<file path="src/rtl/fetch_stage_pkg.sv">
`default_nettype none
// +----------------------------------------------------------------------+
// | fetch_stage_pkg                                                      |
// | Shared SPARC fetch constants and address helpers.                    |
// | Rev 1.0 - initial release                                            |
// +----------------------------------------------------------------------+
package fetch_stage_pkg;

  localparam int          c_inst_w   = 32;
  localparam logic [31:0] c_nop_inst = 32'h0100_0000;
  localparam logic [31:0] c_pc_incr  = 32'd4;

  // Instruction addresses are word aligned; low bits are dropped without a trap.
  function automatic logic [31:0] word_align(input logic [31:0] addr);
    return addr & ~32'h0000_0003;
  endfunction

endpackage : fetch_stage_pkg
`default_nettype wire

</file>
<file path="src/rtl/pc_npc_reg.sv">
`default_nettype none
// +----------------------------------------------------------------------+
// | pc_npc_reg                                                           |
// | Architectural PC/nPC pair with stall, branch redirect and +4 step.   |
// | Rev 1.0 - initial release                                            |
// +----------------------------------------------------------------------+
module pc_npc_reg
  import fetch_stage_pkg::*;
#(
  parameter logic [31:0] RESET_PC = 32'h0000_0000
) (
  input  logic        clk,
  input  logic        reset,
  input  logic        le,
  input  logic        branch_taken,
  input  logic [31:0] branch_target,
  output logic [31:0] pc,
  output logic [31:0] npc
);

  logic [31:0] r_pc;
  logic [31:0] r_npc;
  logic [31:0] w_next;

  // The delay slot is already in nPC-order when decode redirects, so the
  // redirect replaces nPC rather than PC.
  always_comb begin
    w_next = r_npc;
    if (branch_taken) begin
      w_next = word_align(branch_target);
    end
  end

  always_ff @(posedge clk) begin
    if (reset) begin
      r_pc  <= RESET_PC;
      r_npc <= RESET_PC + c_pc_incr;
    end else if (le) begin
      r_pc  <= w_next;
      r_npc <= w_next + c_pc_incr;
    end
  end

  assign pc  = r_pc;
  assign npc = r_npc;

endmodule : pc_npc_reg
`default_nettype wire

</file>
<file path="src/rtl/fetch_stage.sv">
`default_nettype none
// +----------------------------------------------------------------------+
// | fetch_stage                                                          |
// | SPARC instruction fetch: PC/nPC sequencing and the IF/ID register.   |
// | Rev 1.0 - initial release                                            |
// +----------------------------------------------------------------------+
module fetch_stage
  import fetch_stage_pkg::*;
#(
  parameter int          ADDR_W   = 8,
  parameter logic [31:0] RESET_PC = 32'h0000_0000
) (
  input  logic                clk,
  input  logic                reset,
  input  logic                le,
  input  logic                branch_taken,
  input  logic [31:0]         branch_target,
  input  logic                annul,
  input  logic [c_inst_w-1:0] inst_in,
  output logic [ADDR_W-1:0]   pc_addr,
  output logic [31:0]         pc,
  output logic [31:0]         npc,
  output logic [c_inst_w-1:0] ifid_inst,
  output logic [31:0]         ifid_pc,
  output logic                ifid_valid
);

  logic [31:0]         w_pc;
  logic [c_inst_w-1:0] r_ifid_inst;
  logic [31:0]         r_ifid_pc;
  logic                r_ifid_valid;

  pc_npc_reg #(
    .RESET_PC (RESET_PC)
  ) u_pc_npc_reg (
    .clk           (clk),
    .reset         (reset),
    .le            (le),
    .branch_taken  (branch_taken),
    .branch_target (branch_target),
    .pc            (w_pc),
    .npc           (npc)
  );

  // Annulled words are still captured so the squashed slot is visible in debug.
  always_ff @(posedge clk) begin
    if (reset) begin
      r_ifid_inst  <= c_nop_inst;
      r_ifid_pc    <= 32'h0000_0000;
      r_ifid_valid <= 1'b0;
    end else if (le) begin
      r_ifid_inst  <= inst_in;
      r_ifid_pc    <= w_pc;
      r_ifid_valid <= ~annul;
    end
  end

  assign pc         = w_pc;
  assign pc_addr    = w_pc[ADDR_W-1:0];
  assign ifid_inst  = r_ifid_inst;
  assign ifid_pc    = r_ifid_pc;
  assign ifid_valid = r_ifid_valid;

endmodule : fetch_stage
`default_nettype wire

</file>
<file path="config.mk">
export PLATFORM = sky130hd
export DESIGN_NAME = fetch_stage
export DESIGN_NICKNAME = d
export VERILOG_FILES = /design/src/rtl/fetch_stage_pkg.sv /design/src/rtl/pc_npc_reg.sv /design/src/rtl/fetch_stage.sv
export SDC_FILE = /design/constraint.sdc
export NUM_CORES = 1
export LEC_CHECK = 0
export CAP_MARGIN = 20
export CORE_MARGIN = 8
export CORE_UTILIZATION = 30
export CTS_CLUSTER_SIZE = 12
export DETAILED_ROUTE_END_ITERATION = 8
export SLEW_MARGIN = 40
export SYNTH_ARGS = -nofsm -noshare
export SYNTH_HDL_FRONTEND = slang
export SYNTH_SLANG_ARGS = --single-unit
</file>
<file path="constraint.sdc">
create_clock -name clk -period 3.7 [get_ports clk]
set_input_delay 0.37 -clock clk [delete_from_list [all_inputs] [get_ports clk]]
set_output_delay 0.37 -clock clk [all_outputs]
set_load 0.02 [all_outputs]
</file>
### Word-level counts from Yosys, hierarchy flattened

Index checks and enable logic that the tools add are counted.

| storage, ports and cells | value |
|---|---|
| register bits | 129 |
| output and inout port bits | 137 |

| cells by class | value |
|---|---|
| add/subtract/negate cells | 1 |
| mux-type cells | 1 |
| bitwise operators | 1 |

Operators by type and width:

| operator | count |
|---|---|
| adder 32 x 3 -> 32 bit, second input constant | 1 |
| 2-to-1 mux 32 bit | 1 |
| inverter 1 bit | 1 |

### Depth between registers and ports, before layout

Gate-level depths: netlist of the first run.

| depth | value |
|---|---|
| depth after elaboration | 2 |
| gate-level depth with buffers | 14 |
| gate-level depth less buffers | 8 |

### Hierarchy

From an unflattened synthesis of the first run, not the netlist that was laid out.

| unflattened totals | value |
|---|---|
| cells, all modules | 662 |
| area total of the unflattened synthesis | 6140.9 µm² |

Modules (own cells, without submodules):

| module | instances | cells an instance | area each (µm²) | sequential area each (µm²) |
|---|---|---|---|---|
| pc_npc_reg | 1 | 444 | 3727.3 | 1201.2 |
| fetch_stage | 1 | 218 | 2413.6 | 1301.2 |

### Worst setup path before layout of the first run

No wires, ideal clock.

| timing | value |
|---|---|
| path kind | in2reg |
| from | input port branch_taken |
| to | register u_pc_npc_reg.r_npc[22], in the netlist u_pc_npc_reg.npc[22] |
| setup time | 0.121 ns |
| data arrival time | 2.815 ns |
| required time | 3.579 ns |
| setup slack | 0.764 ns |
| cell stages on the path | 12 |
| cell sequence | buf_6 buf_6 buf_2 buf_4 buf_2 o21ai_0 ha_1 a21boi_0 nand4_1 nand2b_4 nor3_1 mux2_2 |

| on the way | value |
|---|---|
| longest elaborated chain between the ends | 2 |

RTL lines:

| item | RTL line | RTL |
|---|---|---|
| start: declaration | fetch_stage.sv:16 | `input logic branch_taken,` |
| 2-to-1 mux 32 bit | pc_npc_reg.sv:29 | `if (branch_taken) begin` |
| net u_pc_npc_reg.w_next[2] | pc_npc_reg.sv:23 | `logic [31:0] w_next;` |
| adder 32 x 3 -> 32 bit | pc_npc_reg.sv:40 | `r_npc <= w_next + c_pc_incr;` |
| end signal: assignment | pc_npc_reg.sv:37 | `r_npc <= RESET_PC + c_pc_incr;` |
| end signal: assignment | pc_npc_reg.sv:40 |  |
| end: declaration | pc_npc_reg.sv:22 | `logic [31:0] r_npc;` |

The timed path passes the listed nets, and every way through them passes these cells.
A chain may end at the register's enable or synchronous reset.

### Worst setup path after layout of the first run

| timing | value |
|---|---|
| from | register u_pc_npc_reg.r_npc[2], in the netlist u_pc_npc_reg.npc[2] |
| to | register u_pc_npc_reg.r_npc[22], in the netlist u_pc_npc_reg.npc[22] |

| on the way | value |
|---|---|
| longest elaborated chain between the ends | 2 |

RTL lines:

| item | RTL line |
|---|---|
| 2-to-1 mux 32 bit | pc_npc_reg.sv:29 |
| net u_pc_npc_reg.w_next[2] | pc_npc_reg.sv:23 |
| adder 32 x 3 -> 32 bit | pc_npc_reg.sv:40 |

The timed path passes the listed nets, and every way through them passes these cells.

==> results of run 1 <==
## cell families after synthesis
| family | Yosys count | synth area share, % |
|---|---|---|
| DFF | 123 | 42.6 |
| xor gates and xnor gates | 14 | 2.12 |
| buffers and inverters | 67 | 5.93 |
| adders and majority gates | 1 | 0.216 |
| and+or+nand+nor | 229 | 18.8 |
| other | 1 | 0.0648 |
| muxes | 103 | 18.0 |
| AOI/OAI and AO/OA | 106 | 12.3 |
## through the flow
step	util (%)	instances	power, mW	setup WS, ns
4_1_cts	44.8	1089	3.79	0.854
2_1_floorplan	-	651	1.84	0.764
3_5_place_dp	41.7	1057	2.13	0.527
6_report	44.8	1090	3.73	0.852
5_1_grt	44.8	1089	3.91	0.629
3_3_place_gp	41.7	1057	2.13	0.563
## worst max path at each step
stage               slack, ns  depth (start not counted)              endpoint           startpoint
finish                   0.85                          8  u_pc_npc_reg.npc[22]  u_pc_npc_reg.npc[2]
global route             0.63                          8  u_pc_npc_reg.npc[22]  u_pc_npc_reg.npc[2]
CTS                      0.85                          8  u_pc_npc_reg.npc[22]  u_pc_npc_reg.npc[2]
detailed placement       0.53                          9  u_pc_npc_reg.npc[22]     branch_target[2]
global placement         0.56                          9  u_pc_npc_reg.npc[22]     branch_target[2]
floorplan                0.76                         12  u_pc_npc_reg.npc[22]         branch_taken
## worst max-delay path: stages (launching register included)
cell and delay [ns]:
sky130_fd_sc_hd__dfxtp_1 0.41, sky130_fd_sc_hd__inv_1 0.07, sky130_fd_sc_hd__o21ai_0 0.24, sky130_fd_sc_hd__ha_1 0.27, sky130_fd_sc_hd__a21boi_0 0.49, sky130_fd_sc_hd__nand4_1 0.38
sky130_fd_sc_hd__nand2b_4 0.27, sky130_fd_sc_hd__nor3_1 0.25, sky130_fd_sc_hd__mux2_2 0.36
## layout by cell type (no fill, tap or decap), types with 3 or more instances in the layout
cell                              netlist  routed
sky130_fd_sc_hd__a211oi_1              26      26
sky130_fd_sc_hd__a21oi_1               18      18
sky130_fd_sc_hd__a22oi_1                7       7
sky130_fd_sc_hd__a31oi_1                3       3
sky130_fd_sc_hd__and3_1                 3       3
sky130_fd_sc_hd__buf_4                 15      10
sky130_fd_sc_hd__clkbuf_16              0      17
sky130_fd_sc_hd__clkdlybuf4s50_1        0     192
sky130_fd_sc_hd__clkinv_2               0       4
sky130_fd_sc_hd__clkinvlp_4             0       4
sky130_fd_sc_hd__conb_1                 1       8
sky130_fd_sc_hd__dfxtp_1              123     123
sky130_fd_sc_hd__inv_1                  8       8
sky130_fd_sc_hd__mux2_2                 8       8
sky130_fd_sc_hd__mux2i_1               95      95
sky130_fd_sc_hd__nand2_1               42      42
sky130_fd_sc_hd__nand3_1               22      22
sky130_fd_sc_hd__nand3b_1               5       5
sky130_fd_sc_hd__nand4_1                7       7
sky130_fd_sc_hd__nand4b_1               3       3
sky130_fd_sc_hd__nor2_1               113     113
sky130_fd_sc_hd__nor2b_1                3       3
sky130_fd_sc_hd__nor3_1                12      12
sky130_fd_sc_hd__o21ai_0               24      24
sky130_fd_sc_hd__o22ai_1                4       4
sky130_fd_sc_hd__o31ai_1                3       3
sky130_fd_sc_hd__xnor2_1               11      11
sky130_fd_sc_hd__xor2_1                 3       3
## per-layer routing
metal  share of wire [%]  track usage, %  wire [µm]
met5               0.044               0          8
met4                 1.0            4.15        189
met3                  11            8.22       1980
met2                  44            22.5       7960
met1                  44            18.4       8060
## cell type report
type                       count  area [µm²]  share of cell area [%]
antenna                        1        2.50                  0.0297
clock buffer                  21         460                    5.46
clock inverter                11         119                    1.41
inverter                       9        33.8                   0.400
multi-input combinational    461        3000                    35.6
sequential                   123        2460                    29.2
tap                          260         325                    3.86
timing repair buffer         204        2030                    24.0
## flip-flops by register name, summed over array words and instances (netlist names)
| signal | flops |
|---|---|
| ifid_inst | 32 |
| u_pc_npc_reg.pc | 30 |
| ifid_valid | 1 |
| ifid_pc | 30 |
| u_pc_npc_reg.npc | 30 |
## power breakdown
part	switching (mW)	internal [mW]
clock network	0.610	1.02
logic	0.329	0.302
registers	0.0645	1.40
total	1.00	2.73
==> run summary, run 1 <==
Timing
* final-report hold violation count: 0
* setup_tns: 0 ns
* normalized max-slew margin: 51.0%
* upper clock frequency limit: 351 MHz
* minimum clock period after layout: 2.85 ns
* transition time of the tightest slew-check pin: 0.735 ns
* Layout Skew: 0.00809 ns
* fraction of the cycle the final worst path needs: 77.0%
* hold slack: 0.315 ns
* final count of negative-setup-slack endpoints: 0
* RSZ-0062 raised after global routing: false
* pins over their slew limit: 0

Cells and area
* relative area change from synthesis to final layout: 45.9%
* fraction of final layout cells sized beyond drive strength 1: 7.00%
* final standard cell area without fillers: 8440 µm²
* fillers: 1883
* Final #Nets: 886

Logic synthesis
* Synth top cells by count: sky130_fd_sc_hd__dfxtp_1 (123), sky130_fd_sc_hd__nor2_1 (113), sky130_fd_sc_hd__mux2i_1 (95)
* mean instance size in the synthesized netlist: 8.98 µm²
* top-area cell type share of the netlist area: 42.6%
* count of synthesis-stage warnings from yosys: 0
* cell type with the highest aggregate area in the netlist: sky130_fd_sc_hd__dfxtp_1
* library cells used by synthesis: 61
* main area contributors after synthesis: sky130_fd_sc_hd__dfxtp_1 (43%), sky130_fd_sc_hd__mux2i_1 (16%), sky130_fd_sc_hd__nor2_1 (7.3%)
* top flip-flop cell by instance count after synthesis: sky130_fd_sc_hd__dfxtp_1
* synthesized cell area: 5780 µm²
* ys async rst share: 0%
* post-synthesis cell count: 644
* sequential cell area fraction in the yosys report: 42.6%
* number of synthesized flops with an enable pin: 0
* dominant cell by count in the synthesized netlist: sky130_fd_sc_hd__dfxtp_1
* number of flip-flops and latches in the synthesized netlist: 123

Routing
* final routed DRC violation total: 0
* per-cell via count in the routed design: 4.78
* First-pass DRT Iterations: 5
* sum of routed wire length over all layers: 18.2 mm
* residual antenna-violating net count after detailed routing: 0
* wire length per cell: 16.7 µm
* via count: 5213
* initial DRC count: 242

Setup path
* kind of end point of the critical path: register
* FF-to-FF End: u_pc_npc_reg.npc[22]
* critical path peak fanout: 6
* launch point of the worst reg-to-reg path: u_pc_npc_reg.npc[2]
* worst endpoint required time: 4.00 ns
* data arrival time of the critical path: 3.15 ns
* Reg2Reg Depth: 8
* reg2reg setup slack: 0.85 ns
* crit path launch type: register
* category of the critical setup timing path: reg2reg

GRT
* vias in the first global route: 5112
* first-pass GRT wire length: 28.8 mm
* number of antenna violations at the first check in global routing: 2
* total global routing track utilization: 15.1%
* pin count of the biggest net entering global routing: 67
* Overflow after GRT: 0

Power
* reported leakage power: 3.23 nW
* largest vdd supply drop: 0.000304 V
* Power Dens Cells: 442 nW/µm²

Place
* routability congestion estimate from global placement: 0.759
* HPWL after detailed placement: 13.2 mm
* cell area after placement: 7850 µm²
* Port Buf Inserts: 195

CTS
* number of gates given a new drive strength after cts: 0
* Clock transition at path regs: 0.06 ns
* Post-CTS Repair Setup Buffers: 0
* TritonCTS clock tree: yes
* Max clock buf depth: 2
* clock sink count: 123
* Clock Latency Late Sink: 0.42 ns
* Clock Tree Root: sky130_fd_sc_hd__clkbuf_16
* CTS hold repair buffers: 0
* total number of H-tree levels: 4
* Num CTS Buffers: 17

Floorplanning
* Die X: 155 µm
* I/O pin total: 206
* area of the die: 24000 µm²
* Starting Density: 30.7%
* die boundary height: 155 µm
* number of placement rows: 50
* placeable core region: 18800 µm²

Min path
* HP Class: in2reg
* WHS Endpoint: u_pc_npc_reg.npc[25]
* Worst Hold Path Cells: 2
* Worst Min Path Start: reset

Run
* max-cap violation count: 0

Outcome
* result of the run: finished, final reports clean

No activity file was read; power rests on OpenSTA's default activity.
==> inputs of run 2 (changes only) <==
- clock period: 3.7 -> 2.7 ns (I/O delays scaled with it)
==> run 2 against run 1 <==
Effect of this change:
- sequential power rose by 37%
- global-route usage rose by 0.11 points
- first-iteration DRC count rose by 24%
- sequential share of layout area fell by 0.77 points
- setup slack got worse by 0.58 ns
- total power rose by 42%
- final cell count rose by 1.9%
- core utilization rose by 1.2 points
- via count rose by 1.9%
- final area rose by 2.7%
- clock-buffer cell count rose by 5
- flip-flop and latch count did not move
- critical path type unchanged
- largest cell class unchanged
- largest power group unchanged
- highest routed layer unchanged
==> run summary, run 2 (synthesized netlist as in run 1, its figures left out) <==
Cells and area
* Final Instance Count excl. Fillers: 1111, was 1090
* Antenna Cells: 0, was 1
* fillers: 1847, was 1883
* fraction of final layout cells sized beyond drive strength 1: 9.28%, was 7.00%
* relative area change from synthesis to final layout: 49.8%, was 45.9%
* fin util: 46.0%, was 44.8%
* most frequent cells in the layout: sky130_fd_sc_hd__clkdlybuf4s50_1 (192), sky130_fd_sc_hd__dfxtp_1 (123), sky130_fd_sc_hd__nor2_1 (113), unchanged
* most common library cell in the layout ignoring fill and taps: sky130_fd_sc_hd__clkdlybuf4s50_1, unchanged
* max reg flops: 32, unchanged
* FF/Latch Area: 2460 µm², unchanged
* Multi-input gate area: 3010 µm², was 3000 µm²
* Final #Nets: 908, was 886

Run
* max-cap violation count: 0, unchanged

Routing
* routed length on met2: 8.09 mm, was 7.96 mm
* wire length per cell: 16.5 µm, was 16.7 µm
* sum of routed wire length over all layers: 18.4 mm, was 18.2 mm
* final routed DRC violation total: 0, unchanged
* initial DRC count: 299, was 242
* highest signal layer in the routed design: met5, unchanged
* via count: 5310, was 5213
* detailed route wirelength on metal3: 1.98 mm, about the same
* First-pass DRT Iterations: 5, unchanged
* routed metal-1 wirelength: 8.16 mm, was 8.06 mm
* residual antenna-violating net count after detailed routing: 0, unchanged
* per-cell via count in the routed design: 4.78, about the same

Setup path
* crit path launch type: register, unchanged
* maximum cell stage delay along the critical path: 0.40 ns, was 0.49 ns
* sum of buffers and inverters on the critical path: 1, unchanged
* kind of end point of the critical path: register, unchanged
* critical path's slowest cell: sky130_fd_sc_hd__dfxtp_1, was sky130_fd_sc_hd__a21boi_0
* Top Family by Delay on Critical Path: simple AND/OR/NAND/NOR gates, unchanged
* data arrival time of the critical path: 2.73 ns, was 3.15 ns
* worst endpoint required time: 3.00 ns, was 4.00 ns
* critical path peak fanout: 5, was 6
* cell breakdown of the critical path: inv_1, o21ai_1, ha_2, a21boi_1, nand4_1, nand2b_4, nor3_1, mux2_2, was inv_1, o21ai_0, ha_1, a21boi_0, nand4_1, nand2b_4, nor3_1, mux2_2
* category of the critical setup timing path: reg2reg, unchanged

Power
* largest vdd supply drop: 0.000415 V, was 0.000304 V
* fraction of power spent switching nets: 25.6%, was 26.9%
* share of power burned in the clock network: 45.1%, was 43.8%
* internal power component: 3.93 mW, was 2.73 mW
* Sequential Power Share: 38.0%, was 39.3%
* net load switching power: 1.35 mW, was 1.00 mW
* reported leakage power: 3.37 nW, was 3.23 nW
* Comb pwr share: 16.9%, about the same
* Power Dens Cells: 610 nW/µm², was 442 nW/µm²

CTS
* Num CTS Buffers: 17, unchanged
* CTS hold repair buffers: 0, unchanged
* Clock Tree Root: sky130_fd_sc_hd__clkbuf_16, unchanged
* Max clock buf depth: 2, unchanged
* TritonCTS clock tree: yes, unchanged
* clock sink count: 123, unchanged
* Clock Latency Late Sink: 0.41 ns, was 0.42 ns
* Clock transition at path regs: 0.06 ns, about the same
* Post-CTS Repair Setup Buffers: 0, unchanged
* number of gates given a new drive strength after cts: 0, unchanged
* total number of H-tree levels: 4, unchanged

Timing
* upper clock frequency limit: 411 MHz, was 351 MHz
* setup_tns: 0 ns, unchanged
* final count of negative-setup-slack endpoints: 0, unchanged
* minimum clock period after layout: 2.43 ns, was 2.85 ns
* hold slack: 0.261 ns, was 0.315 ns
* final-report hold violation count: 0, unchanged
* RSZ-0062 raised after global routing: false, unchanged
* pins over their slew limit: 0, unchanged
* Layout Skew: 0.00749 ns, was 0.00809 ns
* final setup slack of the worst path: 0.268 ns, was 0.852 ns
* normalized max-slew margin: 56.3%, was 51.0%
* fraction of the cycle the final worst path needs: 90.1%, was 77.0%
* transition time of the tightest slew-check pin: 0.637 ns, was 0.735 ns

Floorplanning
* Starting Density: 30.7%, unchanged
* Die X: 155 µm, unchanged
* number of placement rows: 50, unchanged
* I/O pin total: 206, unchanged
* die boundary height: 155 µm, unchanged
* placeable core region: 18800 µm², unchanged
* area of the die: 24000 µm², unchanged

GRT
* Overflow after GRT: 0, unchanged
* vias in the first global route: 5167, was 5112
* number of antenna violations at the first check in global routing: 1, was 2
* total global routing track utilization: 15.2%, was 15.1%
* pin count of the biggest net entering global routing: 117, was 67
* first-pass GRT wire length: 28.9 mm, was 28.8 mm

Outcome
* result of the run: finished, final reports clean, unchanged

Place
* routability congestion estimate from global placement: 0.755, was 0.759
* Cell Count Post-Placement: 1079, was 1057
* setup slack after placement: -0.00670 ns, was 0.527 ns
* HPWL after detailed placement: 13.2 mm, about the same
* Port Buf Inserts: 195, unchanged

Min path
* HP Class: in2reg, unchanged

## run 2: power by group through the flow
stage	clock (mW)	sequential [mW]	combinational [mW]
after global placement	0	2.04	0.899
after floorplan	0	2.16	0.360
after CTS	2.45	2.01	0.903
final	2.38	2.01	0.894
after global routing	2.53	2.02	0.964
after detailed placement	0	2.04	0.900
## run 2: final timing paths
kind                  startpoint                    to  slack, ns  cells past startpoint
max reg2reg  u_pc_npc_reg.npc[2]  u_pc_npc_reg.npc[22]       0.27                      8
min                           le  u_pc_npc_reg.npc[26]       0.26                      3
min reg2reg        ifid_inst[24]         ifid_inst[24]       0.48                      2
max          u_pc_npc_reg.npc[2]  u_pc_npc_reg.npc[22]       0.27                      8
## run 2: worst min-delay path: stages
cell	delay, ns
sky130_fd_sc_hd__buf_6	0.18
sky130_fd_sc_hd__nand3_1	0.10
sky130_fd_sc_hd__a21oi_1	0.06
## run 2: cell type report
type	count	area share (%)
flip-flops and latches	123	28.4
inverters	9	0.390
clock buffers	26	5.88
well taps	260	3.76
multi-input cells	461	34.7
repair buffers	226	25.6
clock inverters	6	1.24
## run 2: routing by layer
metal  vias to the layer above  global-route usage [%]
met5                         -                       0
met4                         2                    3.64
met3                         9                    8.28
met2                       185                    22.7
met1                      2458                    18.7
li1                       2656                       -
## run 2: metrics by stage
stage                     area (µm²)  total power, mW
final                           8660             5.28
after global routing            8660             5.51
after CTS                       8660             5.36
after detailed placement        8050             2.94
after global placement          8050             2.94
after floorplan                 5810             2.52
